===== src/rtl/mc_pkg.sv =====
// Shared encodings for the multi-cycle MIPS control unit: FSM states, opcodes,
// funct codes, ALU operation codes and datapath mux selects.
package mc_pkg;

  typedef enum logic [3:0] {
    S_IDLE,
    S_FETCH,
    S_DECODE,
    S_MEM_ADDR,
    S_MEM_RD,
    S_MEM_WB,
    S_MEM_WR,
    S_R_EX,
    S_R_WB,
    S_BR,
    S_JMP,
    S_I_EX,
    S_I_WB
`ifdef MC_CTRL_JAL_EN
    , S_JAL
`endif
  } state_t;

  typedef enum logic [2:0] {
    ALU_IDLE = 3'b000,
    ALU_ADD  = 3'b001,
    ALU_OR   = 3'b010,
    ALU_SUB  = 3'b101,
    ALU_SLT  = 3'b111
  } alu_op_t;

  localparam logic [5:0] OP_RTYPE = 6'b000000;
  localparam logic [5:0] OP_LW    = 6'b100011;
  localparam logic [5:0] OP_SW    = 6'b101011;
  localparam logic [5:0] OP_BEQ   = 6'b000100;
  localparam logic [5:0] OP_J     = 6'b000010;
  localparam logic [5:0] OP_ORI   = 6'b001101;
  localparam logic [5:0] OP_JAL   = 6'b000011;

  localparam logic [5:0] FN_ADDU  = 6'b100001;
  localparam logic [5:0] FN_SUBU  = 6'b100011;
  localparam logic [5:0] FN_OR    = 6'b100101;
  localparam logic [5:0] FN_SLT   = 6'b101010;

  localparam logic       IORD_PC      = 1'b0;
  localparam logic       IORD_ALUOUT  = 1'b1;
  localparam logic [1:0] REG_DST_RT   = 2'b00;
  localparam logic [1:0] REG_DST_RD   = 2'b01;
  localparam logic [1:0] REG_DST_RA   = 2'b10;
  localparam logic [1:0] M2R_ALUOUT   = 2'b00;
  localparam logic [1:0] M2R_MDR      = 2'b01;
  localparam logic [1:0] M2R_PC       = 2'b10;
  localparam logic       SRCA_PC      = 1'b0;
  localparam logic       SRCA_REG     = 1'b1;
  localparam logic [1:0] SRCB_REG     = 2'b00;
  localparam logic [1:0] SRCB_FOUR    = 2'b01;
  localparam logic [1:0] SRCB_IMM     = 2'b10;
  localparam logic [1:0] SRCB_BRANCH  = 2'b11;
  localparam logic       EXT_ZERO     = 1'b0;
  localparam logic       EXT_SIGN     = 1'b1;
  localparam logic [1:0] PCSRC_ALU    = 2'b00;
  localparam logic [1:0] PCSRC_ALUOUT = 2'b01;
  localparam logic [1:0] PCSRC_JUMP   = 2'b10;

endpackage


===== src/rtl/mc_ctrl_alu_dec.sv =====
// R-type funct decode: ALU operation plus a valid flag for unsupported funct codes.
module alu_dec
  import mc_pkg::*;
(
  input  logic [5:0] funct_i,
  output logic [2:0] alu_op_o,
  output logic       valid_o
);

  always_comb begin
    alu_op_o = ALU_IDLE;
    valid_o  = 1'b0;
    case (funct_i)
      FN_ADDU: begin alu_op_o = ALU_ADD; valid_o = 1'b1; end
      FN_SUBU: begin alu_op_o = ALU_SUB; valid_o = 1'b1; end
      FN_OR:   begin alu_op_o = ALU_OR;  valid_o = 1'b1; end
      FN_SLT:  begin alu_op_o = ALU_SLT; valid_o = 1'b1; end
      default: ;
    endcase
  end

endmodule


===== src/rtl/mc_ctrl.sv =====
// Multi-cycle MIPS control FSM driving ALU, muxes and memory strobes.
// Define MC_CTRL_JAL_EN to support jal (op 000011); otherwise it is illegal.
module mc_ctrl
  import mc_pkg::*;
(
  input  logic       clk,
  input  logic       rst_n,
  input  logic [5:0] op,
  input  logic [5:0] funct,
  input  logic       zero,
  input  logic       mem_ready,
  output logic [2:0] ALUop,
  output logic       pc_wr,
  output logic       ir_wr,
  output logic       iord,
  output logic       mem_rd,
  output logic       mem_wr,
  output logic       reg_wr,
  output logic [1:0] reg_dst,
  output logic [1:0] mem_to_reg,
  output logic       alu_src_a,
  output logic [1:0] alu_src_b,
  output logic       ext_op,
  output logic [1:0] pc_src,
  output logic       illegal
);

  state_t     state_q, state_d;
  logic       illegal_q, illegal_d;
  logic [2:0] dec_alu_op;
  logic       dec_valid;

  alu_dec u_alu_dec (
    .funct_i  (funct),
    .alu_op_o (dec_alu_op),
    .valid_o  (dec_valid)
  );

  always_ff @(posedge clk or negedge rst_n) begin
    if (!rst_n) begin
      state_q   <= S_IDLE;
      illegal_q <= 1'b0;
    end else begin
      state_q   <= state_d;
      illegal_q <= illegal_d;
    end
  end

  assign illegal = illegal_q;

  // Outputs decode from the registered state so an async reset clears them instantly.
  always_comb begin
    state_d    = state_q;
    illegal_d  = illegal_q;
    ALUop      = ALU_IDLE;
    pc_wr      = 1'b0;
    ir_wr      = 1'b0;
    iord       = IORD_PC;
    mem_rd     = 1'b0;
    mem_wr     = 1'b0;
    reg_wr     = 1'b0;
    reg_dst    = REG_DST_RT;
    mem_to_reg = M2R_ALUOUT;
    alu_src_a  = SRCA_PC;
    alu_src_b  = SRCB_REG;
    ext_op     = EXT_ZERO;
    pc_src     = PCSRC_ALU;
    case (state_q)
      S_IDLE: state_d = S_FETCH;
      S_FETCH: begin
        mem_rd    = 1'b1;
        ALUop     = ALU_ADD;
        alu_src_b = SRCB_FOUR;
        if (mem_ready) begin
          ir_wr   = 1'b1;
          pc_wr   = 1'b1;
          state_d = S_DECODE;
        end
      end
      S_DECODE: begin
        ALUop     = ALU_ADD;
        alu_src_b = SRCB_BRANCH;
        case (op)
          OP_RTYPE:     state_d = S_R_EX;
          OP_LW, OP_SW: state_d = S_MEM_ADDR;
          OP_BEQ:       state_d = S_BR;
          OP_J:         state_d = S_JMP;
          OP_ORI:       state_d = S_I_EX;
`ifdef MC_CTRL_JAL_EN
          OP_JAL:       state_d = S_JAL;
`endif
          default: begin
            illegal_d = 1'b1;
            state_d   = S_FETCH;
          end
        endcase
      end
      S_R_EX: begin
        alu_src_a = SRCA_REG;
        ALUop     = dec_alu_op;
        if (dec_valid) begin
          state_d = S_R_WB;
        end else begin
          illegal_d = 1'b1;
          state_d   = S_FETCH;
        end
      end
      S_R_WB: begin
        reg_wr  = 1'b1;
        reg_dst = REG_DST_RD;
        state_d = S_FETCH;
      end
      S_MEM_ADDR: begin
        ALUop     = ALU_ADD;
        alu_src_a = SRCA_REG;
        alu_src_b = SRCB_IMM;
        ext_op    = EXT_SIGN;
        state_d   = (op == OP_LW) ? S_MEM_RD : S_MEM_WR;
      end
      S_MEM_RD: begin
        mem_rd = 1'b1;
        iord   = IORD_ALUOUT;
        if (mem_ready) state_d = S_MEM_WB;
      end
      S_MEM_WB: begin
        reg_wr     = 1'b1;
        mem_to_reg = M2R_MDR;
        state_d    = S_FETCH;
      end
      S_MEM_WR: begin
        mem_wr = 1'b1;
        iord   = IORD_ALUOUT;
        if (mem_ready) state_d = S_FETCH;
      end
      S_BR: begin
        ALUop     = ALU_SUB;
        alu_src_a = SRCA_REG;
        pc_src    = PCSRC_ALUOUT;
        pc_wr     = zero;
        state_d   = S_FETCH;
      end
      S_JMP: begin
        pc_wr   = 1'b1;
        pc_src  = PCSRC_JUMP;
        state_d = S_FETCH;
      end
      S_I_EX: begin
        ALUop     = ALU_OR;
        alu_src_a = SRCA_REG;
        alu_src_b = SRCB_IMM;
        state_d   = S_I_WB;
      end
      S_I_WB: begin
        reg_wr  = 1'b1;
        state_d = S_FETCH;
      end
`ifdef MC_CTRL_JAL_EN
      S_JAL: begin
        reg_wr     = 1'b1;
        reg_dst    = REG_DST_RA;
        mem_to_reg = M2R_PC;
        pc_wr      = 1'b1;
        pc_src     = PCSRC_JUMP;
        state_d    = S_FETCH;
      end
`endif
      default: state_d = S_IDLE;
    endcase
  end

endmodule


===== config.mk =====
export PLATFORM = sky130hd
export DESIGN_NAME = mc_ctrl
export DESIGN_NICKNAME = d
export VERILOG_FILES = /design/src/rtl/mc_pkg.sv /design/src/rtl/mc_ctrl_alu_dec.sv /design/src/rtl/mc_ctrl.sv
export SDC_FILE = /design/constraint.sdc
export NUM_CORES = 1
export LEC_CHECK = 0
export CAP_MARGIN = 10
export CORE_ASPECT_RATIO = 1.4
export CORE_MARGIN = 3
export CORE_UTILIZATION = 44
export DETAILED_ROUTE_END_ITERATION = 8
export PLACE_DENSITY = 0.91
export SLEW_MARGIN = 20
export SYNTH_ARGS = -nofsm -noshare
export SYNTH_HDL_FRONTEND = slang
export SYNTH_HIERARCHICAL = 1
export SYNTH_SLANG_ARGS = --single-unit

===== constraint.sdc =====
create_clock -name clk -period 3.1 [get_ports clk]
set_clock_uncertainty 0.05 [all_clocks]
set_input_delay 0.31 -clock clk [delete_from_list [all_inputs] [get_ports clk]]
set_output_delay 0.31 -clock clk [all_outputs]
set_load 0.05 [all_outputs]

# After elaboration in Yosys (flattened, before gate mapping)
# Index checks and enable logic that the tools add are counted.
# word_totals
regBits,5
elab_cells,69
out_inout_bits,20
# classes
reduce_logical,15
n_mux,26
eq_ne,26
# ops
operator,n
"6-bit == test, second input constant",6
4-bit case mux with 8 select lines,1
3-bit case mux with 4 select lines,2
"4-bit == test, second input constant",5
4-bit case mux with 5 select lines,1
"4-bit by 3-bit == test with 1-bit output, second input constant",4
4-bit two-way mux,4
1-bit two-way mux,13
6-bit OR reduction,2
"2-bit inequality test, second input constant",5
"4-bit by 2-bit == test with 1-bit output, second input constant",2
2-bit OR reduction,4
4-bit OR reduction,2
"6-bit by 2-bit == test with 1-bit output, second input constant",1
"6-bit by 3-bit == test with 1-bit output, second input constant",1
"6-bit by 4-bit == test with 1-bit output, second input constant",1
6-bit logical NOT,1
2-bit case mux with 3 select lines,1
3-bit AND reduction,2
3-bit OR reduction,2
"4-bit by 1-bit == test with 1-bit output, second input constant",1
4-bit logical NOT,1
2-bit case mux with 2 select lines,1
1-bit case mux with 3 select lines,1
other kinds (3),3

# Depth between registers and ports, before layout
# Gate-level depths: netlist of the first run.
# logic_depth
word_depth,5
ltp_mapped,6
mapped_depth_nobuf,6

# Modules after synthesis
# The synthesis of the first run kept the hierarchy.
# by_module_without_submodules
mod,cells_each,area_each_um2,seq_area_each_um2,n_inst
mc_ctrl,97,703.2,125.1,1
alu_dec,12,97.6,0.0,1

# Least setup slack after synthesis of the first run
# No wires, ideal clock.
# synth_path
path_kind,reg2out
start,register state_q[2]
end,output port pc_wr
t_arrival_ns,2.628
slack_ns,0.112
required_time_ns,2.740
path_stages_with_launch,4
path_cell_list,dfrtp_1 > buf_2 > nor4_1 > a211o_1
# synth_via
elab_chain_len,2
word_cells_on_any_way,4
classes_between,eq/ne: 3; mux: 1
# synth_lines
element,line,source
"start, declared",mc_ctrl.sv:28,"state_t state_q, state_d;"
"start signal, assigned",mc_ctrl.sv:44,state_q <= state_d;
4-bit == test or 4-bit by 1-bit == test with 1-bit output (tied branches),mc_ctrl.sv:68,case (state_q)
1-bit case mux with 3 select lines *,mc_ctrl.sv:68,
"end, declared",mc_ctrl.sv:13,"output logic pc_wr,"
# Mark *: on every way between the ends. The rest lies on a longest branch, timed or not.

# Worst setup path after layout of the first run
# layout_path
start,register state_q[3]
end,output port pc_wr
# Same word-level chain as after synthesis.

==> out/qor.yml, run 1 <==
htree_num_levels: 1
grt_max_degree: 23
drive_gt1_share_pct: 14.2
cts-hold-fix-buffers: 0
first_global_vias: 900
num_vias: 953
antenna_found_initial: 0
placement.io_buffers: 33
die_w_um: 42.1
drc: 0
cts_tree: "done"
cp_slowest_stage_delay_ns: 0.79
synth_top_area_cell: "dfrtp_1"
ff2ff_setup_slack_ns: 1.45
worstPathRequired_ns: 2.74
gr-total-overflow: 0
status: "finished clean"
area_growth_syn_to_layout_pct: 43.0
cp-start-kind: "flip-flop"
placed_cell_area_mm2: 0.00112
antenna_cells: 0
crit_chain: "nand2_1 -> nor2_1 -> a211o_1 -> clkdlybuf4s50_1"
post-route-period-util_pct: 86.5
p_leak_nw: 0.427
worst-slew-pin-transition_ns: 0.553
relSlewSlack_pct: 63.2
hp-class: "input port to asynchronous set/reset pin"
worst_skew_pair.late_latency_ns: 0.24
ir_drop_mv: 0.706
final_cell_mix: "30 x clkdlybuf4s50_1, 13 x nor2_1, 7 x nand2_1"
die_area_mm2: 0.00238
p_per_area_mw_per_mm2: 897
drt_iter0_drc: 15
finalHoldViolCount: 0
dp_hpwl_um: 1710
viasPerCell: 5.96
clock_path_buffers: 2
cap_viol_max_count: 0
syn-cell-area_um2: 801
cp.buffers_inverters: 1
drt-pass1-iter-count: 4
critPathArrivalTime_ns: 2.32
grt_setup_unrepaired: "no"
num_rows: 17
final_common_cell: "clkdlybuf4s50_1"
multiInputGateArea_um2: 609
synth_cells: 109
final_util_pct: 69.9
final_area_mm2: 0.00114
ant_nets: 0
cts_resized: 0
setup_viol: 0
wl_per_cell_um: 14.1
setup.worst_path.class: "flip-flop to primary output"
synth_top_area_share_pct: 15.6
crit_family: "buffers and inverters"
ys_types: 48
setup_tns_ns: 0
root_buffer: "clkbuf_4"
fp.coreArea_mm2: 0.00164
synth_seq_area_share_pct: 15.6
ys_async_sr_fraction_pct: 100
nets: 158
slew_violations: 0
cp-end-kind: "primary output"
max_freq_mhz: 373
path_max_fanout: 16
die_h_um: 56.5
period_needed_ns: 2.68
yosys-top-cells-area: "dfrtp_1 16%, nor2_1 6.1%, nand2b_1 3.9%"
synth_edf_count: 0
ys.flop_type: "dfrtp_1"
ys_seq_elements: 5
fillers: 133
grt_pass1_wl_um: 3700
synth_area_per_cell_um2: 7.35
grt_usage_pct: 19.4
seq_area_um2: 125
io_pins: 36
yosysWarnings: 6
routed_wl_um: 2260
cts.reportedPaths.clkPinSlew_ns: 0.04
place_congestion: 0.816
cts_setup_buffers: 0
critical_path.slowest_cell: "clkdlybuf4s50_1"
numCtsBuffers: 3
start_util_pct: 48.9
clock_sinks: 5
routing by layer:
metal,up-vias,wire length (um),GRT usage [%]
li1,475,-,-
met1,431,875,20.5
met2,41,1180,35.6
met3,6,144,2.88
met4,0,53,10.7
met5,-,0,0
worst reg2reg max path, delay by kind of cell (launching register included):
kind	cells	cell delay, ns
AOI/OAI and AO/OA	2	0.42
DFF	1	0.53
and+or+nand+nor	2	0.54
per-stage QoR:
step / std cells / hold WS, ns / power (mW) / setup WS [ns]
floorplan: 110 / -0.0356 / 0.724 / 0.112
global placement: 156 / 0.405 / 0.939 / 0.522
detailed placement: 156 / 0.425 / 0.948 / 0.479
CTS: 160 / 0.236 / 1.03 / 0.435
global route: 160 / 0.245 / 1.09 / 0.303
finish: 160 / 0.235 / 1.03 / 0.417
cells by family (layout without fill, tap and decap cells):
kind of cell | count (synthesis) | after routing | share of synthesized area (%)
multiplexers | 1 | 1 | 1.25
AND/OR/NAND/NOR | 54 | 54 | 40.9
XOR/XNOR | 3 | 3 | 3.28
AO/OA/AOI/OAI | 32 | 32 | 29.7
buffers and inverters | 13 | 44 | 8.75
other | 1 | 2 | 0.468
flip-flops | 5 | 5 | 15.6
cell type report:
type,count,area share (%)
clock buffer,4,2.30
tap,19,2.08
inverter,4,1.31
sequential,5,10.9
timing repair buffer,36,30.2
multi-input combinational,92,53.2
final timing paths:
path,startpoint,end,cells past startpoint
hold reg to reg,illegal,illegal,1
min in group clk,illegal,illegal,1
setup / recovery,state_q[3],pc_wr,4
setup reg to reg,state_q[0],illegal,4
max in group asynchronous,rst_n,state_q[1],1
hold / removal,rst_n,state_q[0],1
cells in the mapped netlist, types with 3 or more instances:
library cell	number
nor3_1	5
a21boi_0	3
a211oi_1	3
nand2_1	7
dfrtp_1	5
nand2b_1	5
xnor2_1	3
nand3_1	5
o22ai_1	3
buf_2	5
nand3b_1	3
nor2_1	13
a21oi_1	6
power by group:
part	internal (mW)	switching, mW	leakage, nW
logic	0.286	0.546	0.354
registers	0.0852	0.0346	0.0587
clock network	0.0486	0.0258	0.0150
state kept, by name, summed over array words and instances, names as in the netlist:
signal	cells
state_q	4
illegal	1
Note: power is estimated with default switching activity, not from simulation.
==> run 2, diff against run 1 <==
Settings changed: CORE_ASPECT_RATIO 1.4 to 1.2, SLEW_MARGIN 20 to 30.
==> run 2 against run 1 <==
  * Global-route usage is 1.6 points higher
  * Core utilization is 2.7 points lower
  * Total power is 1.4% lower
  * Wire length is 1.1% higher
  * Clock power is 3.9% higher
  * Sequential power is 31% higher
  * Non-clock buffer count is 2 lower
  * Critical path depth stayed put
  * Cell count is 1.9% lower
  * Via count is 4.4% higher
  * Hold slack worse by 0.0020 ns
  * Design area is 1.3% lower
  * Largest cell class unchanged
  * Largest power group unchanged
==> out/qor.yml, run 2 (synthesis results as in run 1) <==
finalHoldViolCount: 0  # unchanged
io_pins: 36  # unchanged
period_needed_ns: 2.85  # +0.168 ns
grt_pass1_wl_um: 3750  # +1.5%
drt-pass1-iter-count: 4  # unchanged
worst-slew-pin-transition_ns: 0.673  # +0.120 ns
placement.io_buffers: 33  # unchanged
p_int_mw: 0.402  # -4.3%
cts-hold-fix-buffers: 0  # unchanged
place_congestion: 0.818  # +0.29%
die_h_um: 52.7  # -6.6%
num_vias: 995  # +4.4%
cts_tree: "done"
setup_tns_ns: 0  # unchanged
critPathArrivalTime_ns: 2.49  # +0.17 ns
switching_share_pct: 60.3  # +1.2 points
start_util_pct: 47.6  # -1.3 points
numCtsBuffers: 3  # unchanged
switching_power_mw: 0.610  # +0.54%
cts_setup_buffers: 0  # unchanged
clock_path_buffers: 2  # unchanged
path_max_fanout: 21  # +5
ant_nets: 0  # unchanged
setup.worst_path.class: "flip-flop to primary output"
drc: 0  # unchanged
root_buffer: "clkbuf_4"
setup_viol: 0  # unchanged
pwr-share-comb_pct: 76.8  # -4.3 points
clock_power_share_pct: 7.6  # +0.4 points
total_power_mw: 1.01  # -1.4%
cp-start-kind: "flip-flop"
htree_num_levels: 1  # unchanged
drive_gt1_share_pct: 13.7  # -0.52 points
largest_reg_flops: 4  # unchanged
cp-end-kind: "primary output"
p_per_area_mw_per_mm2: 896  # -0.12%
routed_wl_um: 2280  # +1.1%
antenna_found_initial: 0  # unchanged
final_cell_mix: "30 x clkdlybuf4s50_1, 13 x nor2_1, 7 x nand2_1"
drt_iter0_drc: 43  # +28
fp.coreArea_mm2: 0.00168  # +2.7%
die_area_mm2: 0.00237  # -0.22%
crit_chain: "nand2b_1 -> nor4_1 -> a211o_1 -> clkdlybuf4s50_1"
worst_skew_pair.late_latency_ns: 0.25  # about the same
post-route-period-util_pct: 92.0  # +5.4 points
hp-class: "input port to asynchronous set/reset pin"
p_seq_share_pct: 15.6  # +3.9 points
ir_drop_mv: 0.723  # +2.4%
grt_max_degree: 23  # unchanged
antenna_cells: 0  # unchanged
cts.reportedPaths.clkPinSlew_ns: 0.05  # about the same
die_w_um: 44.9  # +6.9%
nets: 156  # -1.3%
top_register: "state_q"
status: "finished clean"
cts_resized: 0  # unchanged
first_global_vias: 861  # -4.3%
p_leak_nw: 0.420  # -1.6%
clock_sinks: 5  # unchanged
critical_path.slowest_cell: "clkdlybuf4s50_1"
final_common_cell: "clkdlybuf4s50_1"
slew_violations: 0  # unchanged
grt_setup_unrepaired: "no"
cap_viol_max_count: 0  # unchanged
relSlewSlack_pct: 55.1  # -8.0 points
max_freq_mhz: 351  # -5.9%
dp_hpwl_um: 1710  # -0.13%
area_growth_syn_to_layout_pct: 41.1
gr-total-overflow: 0  # unchanged
num_rows: 16  # -1
grt_usage_pct: 21.0  # +1.6 points
viasPerCell: 6.34  # +6.4%
cp_slowest_stage_delay_ns: 0.79  # about the same
wl_per_cell_um: 14.5  # +3.0%
worstPathRequired_ns: 2.74  # about the same
-- run 2: changes by cell type in the layout (fill, tap and decap cells not counted), sizes merged --
cell,delta
clkbuf,-1
clkinv,+1
buf,-2
-- run 2: metrics by stage --
stage / instances / hold WS [ns] / cell area, um2 / setup WS [ns] / utilization, %
global placement: 153 / 0.402 / 1100 / 0.524 / 65.6
finish: 157 / 0.233 / 1130 / 0.249 / 67.2
detailed placement: 153 / 0.438 / 1100 / 0.480 / 65.6
CTS: 157 / 0.233 / 1130 / 0.268 / 67.2
floorplan: 110 / -0.0356 / 805 / 0.112 / -
global route: 157 / 0.240 / 1130 / 0.0556 / 67.2
-- run 2: cell type report --
type | count | area, um2
Clock buffer | 3 | 22.5
Multi-Input combinational cell | 92 | 609
Clock inverter | 1 | 5.00
Timing Repair Buffer | 34 | 330
Sequential cell | 5 | 125
Fill cell | 150 | 552
Tap cell | 18 | 22.5
Inverter | 4 | 15.0
-- run 2: path summary, 6_finish.rpt --
check,startpoint,endpoint,cells after the start,slack [ns]
worst max-delay path,state_q[0],pc_wr,4,0.25
worst min-delay path,rst_n,state_q[0],1,0.23
worst max register to register,state_q[0],illegal,4,1.28
worst min register to register,illegal,illegal,1,0.45
max in group asynchronous,rst_n,illegal,1,2.57
min in group clk,illegal,illegal,1,0.45
-- run 2: critical path, delay by kind of cell, from the launching register on --
family          cells  cell delay (ns)
compound gates      1             0.16
buf+inv             1             0.79
flops               1             0.77
simple gates        2             0.52
-- run 2: power by group through the flow --
stage / clock network, mW / logic, mW / registers (mW)
2_1_floorplan: 0 / 0.625 / 0.0982
3_3_place_gp: 0 / 0.762 / 0.155
3_5_place_dp: 0 / 0.772 / 0.155
4_1_cts: 0.0798 / 0.776 / 0.155
5_1_grt: 0.0859 / 0.832 / 0.163
6_report: 0.0773 / 0.777 / 0.157
-- run 2: metal layers --
metal,up-vias,track usage [%],part of all wire (%)
met2,58,34.0,49
met5,-,0,0
met3,10,3.44,6.8
met1,459,25.7,41
li1,468,-,-
met4,0,11.7,2.7
==> run 3, diff against run 2 <==
Settings changed: CORE_MARGIN 3 to 5, PLACE_DENSITY 0.91 to 0.84, SKIP_LAST_GASP set to 1.
==> run 3 against run 2 <==
  * Maximum frequency is 0.27% higher
  * Critical path depth stayed put
  * Sequential cell count unchanged
  * Cell count is 0.64% higher
  * Hold slack improved by 0.00065 ns
  * Largest power group unchanged
  * Wire length is 4.0% lower
  * Core utilization fell by 4.0 points
  * Die area rose by 17%
==> out/qor.yml, run 3 (synthesis results as in run 1) <==
switching_share_pct: 60.0  # -0.30 points
wl_met2_um: 1160  # +3.1%
place_ws_ns: 0.446  # -0.0343 ns
cp_slowest_stage_delay_ns: 0.79  # about the same
critPathArrivalTime_ns: 2.48  # about the same
p_int_mw: 0.404  # +0.47%
drt-pass1-iter-count: 4  # unchanged
antenna_cells: 0  # unchanged
cp.buffers_inverters: 1  # unchanged
nets: 156  # unchanged
status: "finished clean"
wl_met3_um: 142  # -9.0%
switching_power_mw: 0.605  # -0.79%
path_max_fanout: 21  # unchanged
m1WireLength_um: 838  # -11%
cp-start-kind: "flip-flop"
worstPathRequired_ns: 2.74  # about the same
drt_iter0_drc: 33  # -23%
fin_cells: 158  # +0.64%
top_layer: "met4"
fp.coreArea_mm2: 0.00179  # +6.2%
cts.reportedPaths.clkPinSlew_ns: 0.05  # about the same
crit_family: "buffers and inverters"
p_per_area_mw_per_mm2: 893  # -0.29%
place_congestion: 0.877  # +7.2%
critical_path.slowest_cell: "clkdlybuf4s50_1"
hp-class: "input port to asynchronous set/reset pin"
grt_max_degree: 22  # -4.3%
num_rows: 17  # +1
cts-hold-fix-buffers: 0  # unchanged
htree_num_levels: 1  # unchanged
post-route-period-util_pct: 91.7  # -0.25 points
max_freq_mhz: 352  # +0.27%
setup.worst_path.class: "flip-flop to primary output"
dp_hpwl_um: 1770  # +3.3%
period_needed_ns: 2.84  # -0.00768 ns
die_h_um: 56.7  # +7.6%
antenna_found_initial: 0  # unchanged
top_register: "state_q"
root_buffer: "clkbuf_4"
pwr-share-comb_pct: 75.8  # -1.0 points
largest_reg_flops: 4  # unchanged
slew_violations: 0  # unchanged
first_global_vias: 818  # -5.0%
num_vias: 939  # -5.6%
relSlewSlack_pct: 57.1  # +1.9 points
cts_setup_buffers: 0  # unchanged
wl_per_cell_um: 13.9  # -4.6%
die_w_um: 48.9  # +8.9%
grt_pass1_wl_um: 3580  # -4.6%
drc: 0  # unchanged
placement.io_buffers: 33  # unchanged
cts_resized: 0  # unchanged
grt_usage_pct: 16.1  # -4.9 points
worst_skew_pair.late_latency_ns: 0.25  # about the same
grt_setup_unrepaired: "no"
start_util_pct: 44.8  # -2.8 points
p_seq_share_pct: 16.3  # +0.7 points
clock_path_buffers: 2  # unchanged
drive_gt1_share_pct: 12.9  # -0.72 points
cap_viol_max_count: 0  # unchanged
holdWs_ns: 0.234  # +0.000653 ns
final_cell_mix: "30 x clkdlybuf4s50_1, 13 x nor2_1, 7 x nand2_1"
setup_tns_ns: 0  # unchanged
finalHoldViolCount: 0  # unchanged
gr-total-overflow: 0  # unchanged
ff2ff_setup_slack_ns: 1.34  # +0.06 ns
p_leak_nw: 0.418  # -0.65%
io_pins: 36  # unchanged
viasPerCell: 5.94  # -6.2%
clock_power_share_pct: 7.9  # +0.3 points
setup_viol: 0  # unchanged
ir_drop_mv: 0.460  # -36%
die_area_mm2: 0.00278  # +17%
cp-end-kind: "primary output"
area_growth_syn_to_layout_pct: 41.1  # unchanged
numPlacedInstances: 154  # +0.65%
worst-slew-pin-transition_ns: 0.644  # -0.0292 ns
routed_wl_um: 2190  # -4.0%
numCtsBuffers: 3  # unchanged
cts_tree: "done"
final_common_cell: "clkdlybuf4s50_1"
crit_chain: "nand2b_1 -> nor4_1 -> a211o_1 -> clkdlybuf4s50_1"
fin_ws_ns: 0.257  # +0.00768 ns
ant_nets: 0  # unchanged
clock_sinks: 5  # unchanged
run 3: area by class of cell:
| cell class | instances | area, um2 |
|---|---|---|
| Clock buffer | 4 | 26.3 |
| Fill cell | 166 | 657 |
| Inverter | 4 | 15.0 |
| Timing Repair Buffer | 34 | 330 |
| Tap cell | 19 | 23.8 |
| Sequential cell | 5 | 125 |
| Multi-Input combinational cell | 92 | 609 |
run 3: worst paths after layout:
check / startpoint / cells after the start / endpoint
max in group asynchronous: rst_n / 1 / state_q[1]
min in group clk: illegal / 1 / illegal
worst min register to register: illegal / 1 / illegal
worst min-delay path: rst_n / 1 / state_q[0]
worst max-delay path: state_q[0] / 4 / pc_wr
worst max register to register: state_q[0] / 4 / illegal
run 3: worst register-to-register path, delay by kind of cell (launching register included):
family / cells / cell delay (ns)
and+or+nand+nor: 2 / 0.61
AOI/OAI and AO/OA: 2 / 0.38
DFF: 1 / 0.61
run 3: power groups by stage:
| stage | sequential (mW) | clock (mW) | combinational [mW] |
|---|---|---|---|
| floorplan | 0.0982 | 0 | 0.625 |
| global route | 0.177 | 0.0864 | 0.808 |
| global placement | 0.162 | 0 | 0.753 |
| detailed placement | 0.165 | 0 | 0.765 |
| CTS | 0.163 | 0.0816 | 0.768 |
| finish | 0.165 | 0.0799 | 0.765 |
run 3: through the flow:
| stage | util, % | total power, mW | area [um2] |
|---|---|---|---|
| 3_5_place_dp | 61.8 | 0.930 | 1100 |
| 6_report | 63.2 | 1.01 | 1130 |
| 4_1_cts | 63.2 | 1.01 | 1130 |
| 2_1_floorplan | - | 0.724 | 805 |
| 5_1_grt | 63.2 | 1.07 | 1130 |
| 3_3_place_gp | 61.8 | 0.916 | 1100 |
run 3: layer usage:
metal,global-route usage (%),vias up
met5,0,-
met4,9.23,0
met3,2.12,4
met2,29.7,30
met1,17.0,432
li1,-,473
==> variant: new RTL, config.mk and constraints of run 3 <==
The option `MC_CTRL_JAL_EN` is turned on by a define.
--- a/src/rtl/mc_pkg.sv
+++ b/src/rtl/mc_pkg.sv
@@ -2,2 +2,4 @@
 // funct codes, ALU operation codes and datapath mux selects.
+`define MC_CTRL_JAL_EN
+
 package mc_pkg;
Function: changed (Yosys sat finds a counterexample within 4 cycles, from zero or initial values and one cycle with rst_n low).
==> variant against run 3 <==
  * Wire length is 15% higher
  * Synthesized cell count stayed put
  * Register-to-register slack better by 60 ps
  * Hold slack worse by 5.6 ps
  * Global-route usage is 2.1 points higher
  * Maximum frequency is 2.9% higher
  * Sequential cell count stayed put
  * Setup slack better by 80 ps
  * Largest power group unchanged
  * Power is 4.5% lower
  * Final area is 0.66% higher
  * Final cell count is 0.63% higher
  * Area after synthesis is 1.4% lower
  * Combinational power is 2% higher
==> variant: results (changes against run 3) <==
status finished clean (unchanged); gr usage total 18.23% (was 16.10%); initial antenna violation count 0 (unchanged); first-pass GRT wire length 4.188 mm (was 3.581 mm); Post-Syn Area per Cell 7.243 sq um (was 7.346 sq um); post-synthesis sequential area ratio 15.85% (was 15.63%); Place WS 343.5 ps (was 445.7 ps); ratio of cells with drive above 1 in the final layout 8.511% (was 12.95%); non-clock inverter count 4 (unchanged); vias per inst 6.038 (was 5.943); met1 Use GR 19.30% (was 16.99%); Post-CTS Setup Repair Bufs 0 (unchanged); Global Route met2 Usage 35.45% (was 29.66%); DRT iter0 DRCs 11 (was 33); CP max stage cell clkdlybuf4s50_1 (unchanged); CTS Buf Count 3 (unchanged); Lkg Pwr 0.4119 nW (was 0.4177 nW); CP delay by family, top buffers and inverters (unchanged); CTS Buffer Depth 2 (unchanged); vias in the first global route 941 (was 818); Syn Nets 125; IO buf count 35 (was 33); maximum vdd drop 0.0006040 V (was 0.0004600 V); asr flop ratio synth 100.0% (unchanged); multi-input combinational area share 50.83% (was 53.93%); Placed Area 1111 sq um (was 1104 sq um); layout buffering overhead excluding clock cells 32.56% (was 29.24%); DR WL met3 116 um (was 142 um); Largest Register state_q (unchanged); GR Layer Usage met3 1.587% (was 2.122%); global route hottest layer met2 (unchanged); CTS clock-pin slew for the worst setup and hold paths 50 ps (about the same); post-layout util 68.45% (was 63.24%); Worst Max-Slew Pin Slew 519.1 ps (was 643.9 ps); Worst Path Max Fanout 7 (was 21); # diodes 0 (unchanged); fin cells 159 (was 158); Commonest cells post-synth nor2_1 (13), nor3_1 (9), nand2_1 (7) (was nor2_1 (13), nand2_1 (7), a21oi_1 (6)); post-cts resize count 0 (unchanged); ClkCell Share 2.310% (was 2.326%); largest class multi-input combinational cells (unchanged); #MultiIn Comb 90 (was 92); routed wl met2 1.343 mm (was 1.157 mm); WL per Instance 15.81 um (was 13.86 um); Post-Syn Area 789.5 sq um (was 800.8 sq um); CTS root buffer clkbuf_4 (unchanged); largest net degree at the start of global routing 20 (was 22); Non-CTS buffers 38 (was 34); Fillers 166 (unchanged); RD Place Congestion 0.8000 (was 0.8766); clock buffers 4 (unchanged); max incr delay on CP 810 ps (was 790 ps); met1 wire length 1.012 mm (was 838 um); HPWL after detailed placement 1.983 mm (was 1.768 mm); Cell variety after synth 45 (was 48); Seq cells 5 (unchanged); top post-synthesis cells by area dfrtp_1 (16%), nor2_1 (6.2%), nor3_1 (5.7%) (was dfrtp_1 (16%), nor2_1 (6.1%), nand2b_1 (3.9%))
variant: worst paths after layout:
check	slack (ps)	end	start	cells after the start
hold / removal	230	state_q[0]	rst_n	1
setup / recovery	340	ALUop[2]	funct[3]	6
setup reg to reg	1400	state_q[3]	state_q[0]	4
hold reg to reg	420	illegal	illegal	2
max in group asynchronous	2560	state_q[3]	rst_n	1
min in group clk	420	illegal	illegal	2
variant: worst reg2reg max path: cells and delay by family, from the launching register on:
| kind | cells | cell delay [ps] |
|---|---|---|
| and+or+nand+nor | 2 | 750 |
| DFF | 1 | 420 |
| buffers and inverters | 1 | 210 |
| AOI/OAI and AO/OA | 1 | 190 |
variant: cells by family after synthesis:
group                     after synthesis  share of synthesized area [%]
and+or+nand+nor                        55                          41.05
AOI/OAI and AO/OA                      30                          26.31
buffers and inverters                  14                          10.93
DFF                                     5                          15.85
xor gates and xnor gates                4                          4.438
muxes                                   1                          1.426
variant: power breakdown:
part	switching, mW	internal (mW)
Clock	0.0318	0.0490
Combinational	0.512	0.270
Sequential	0.0161	0.0850
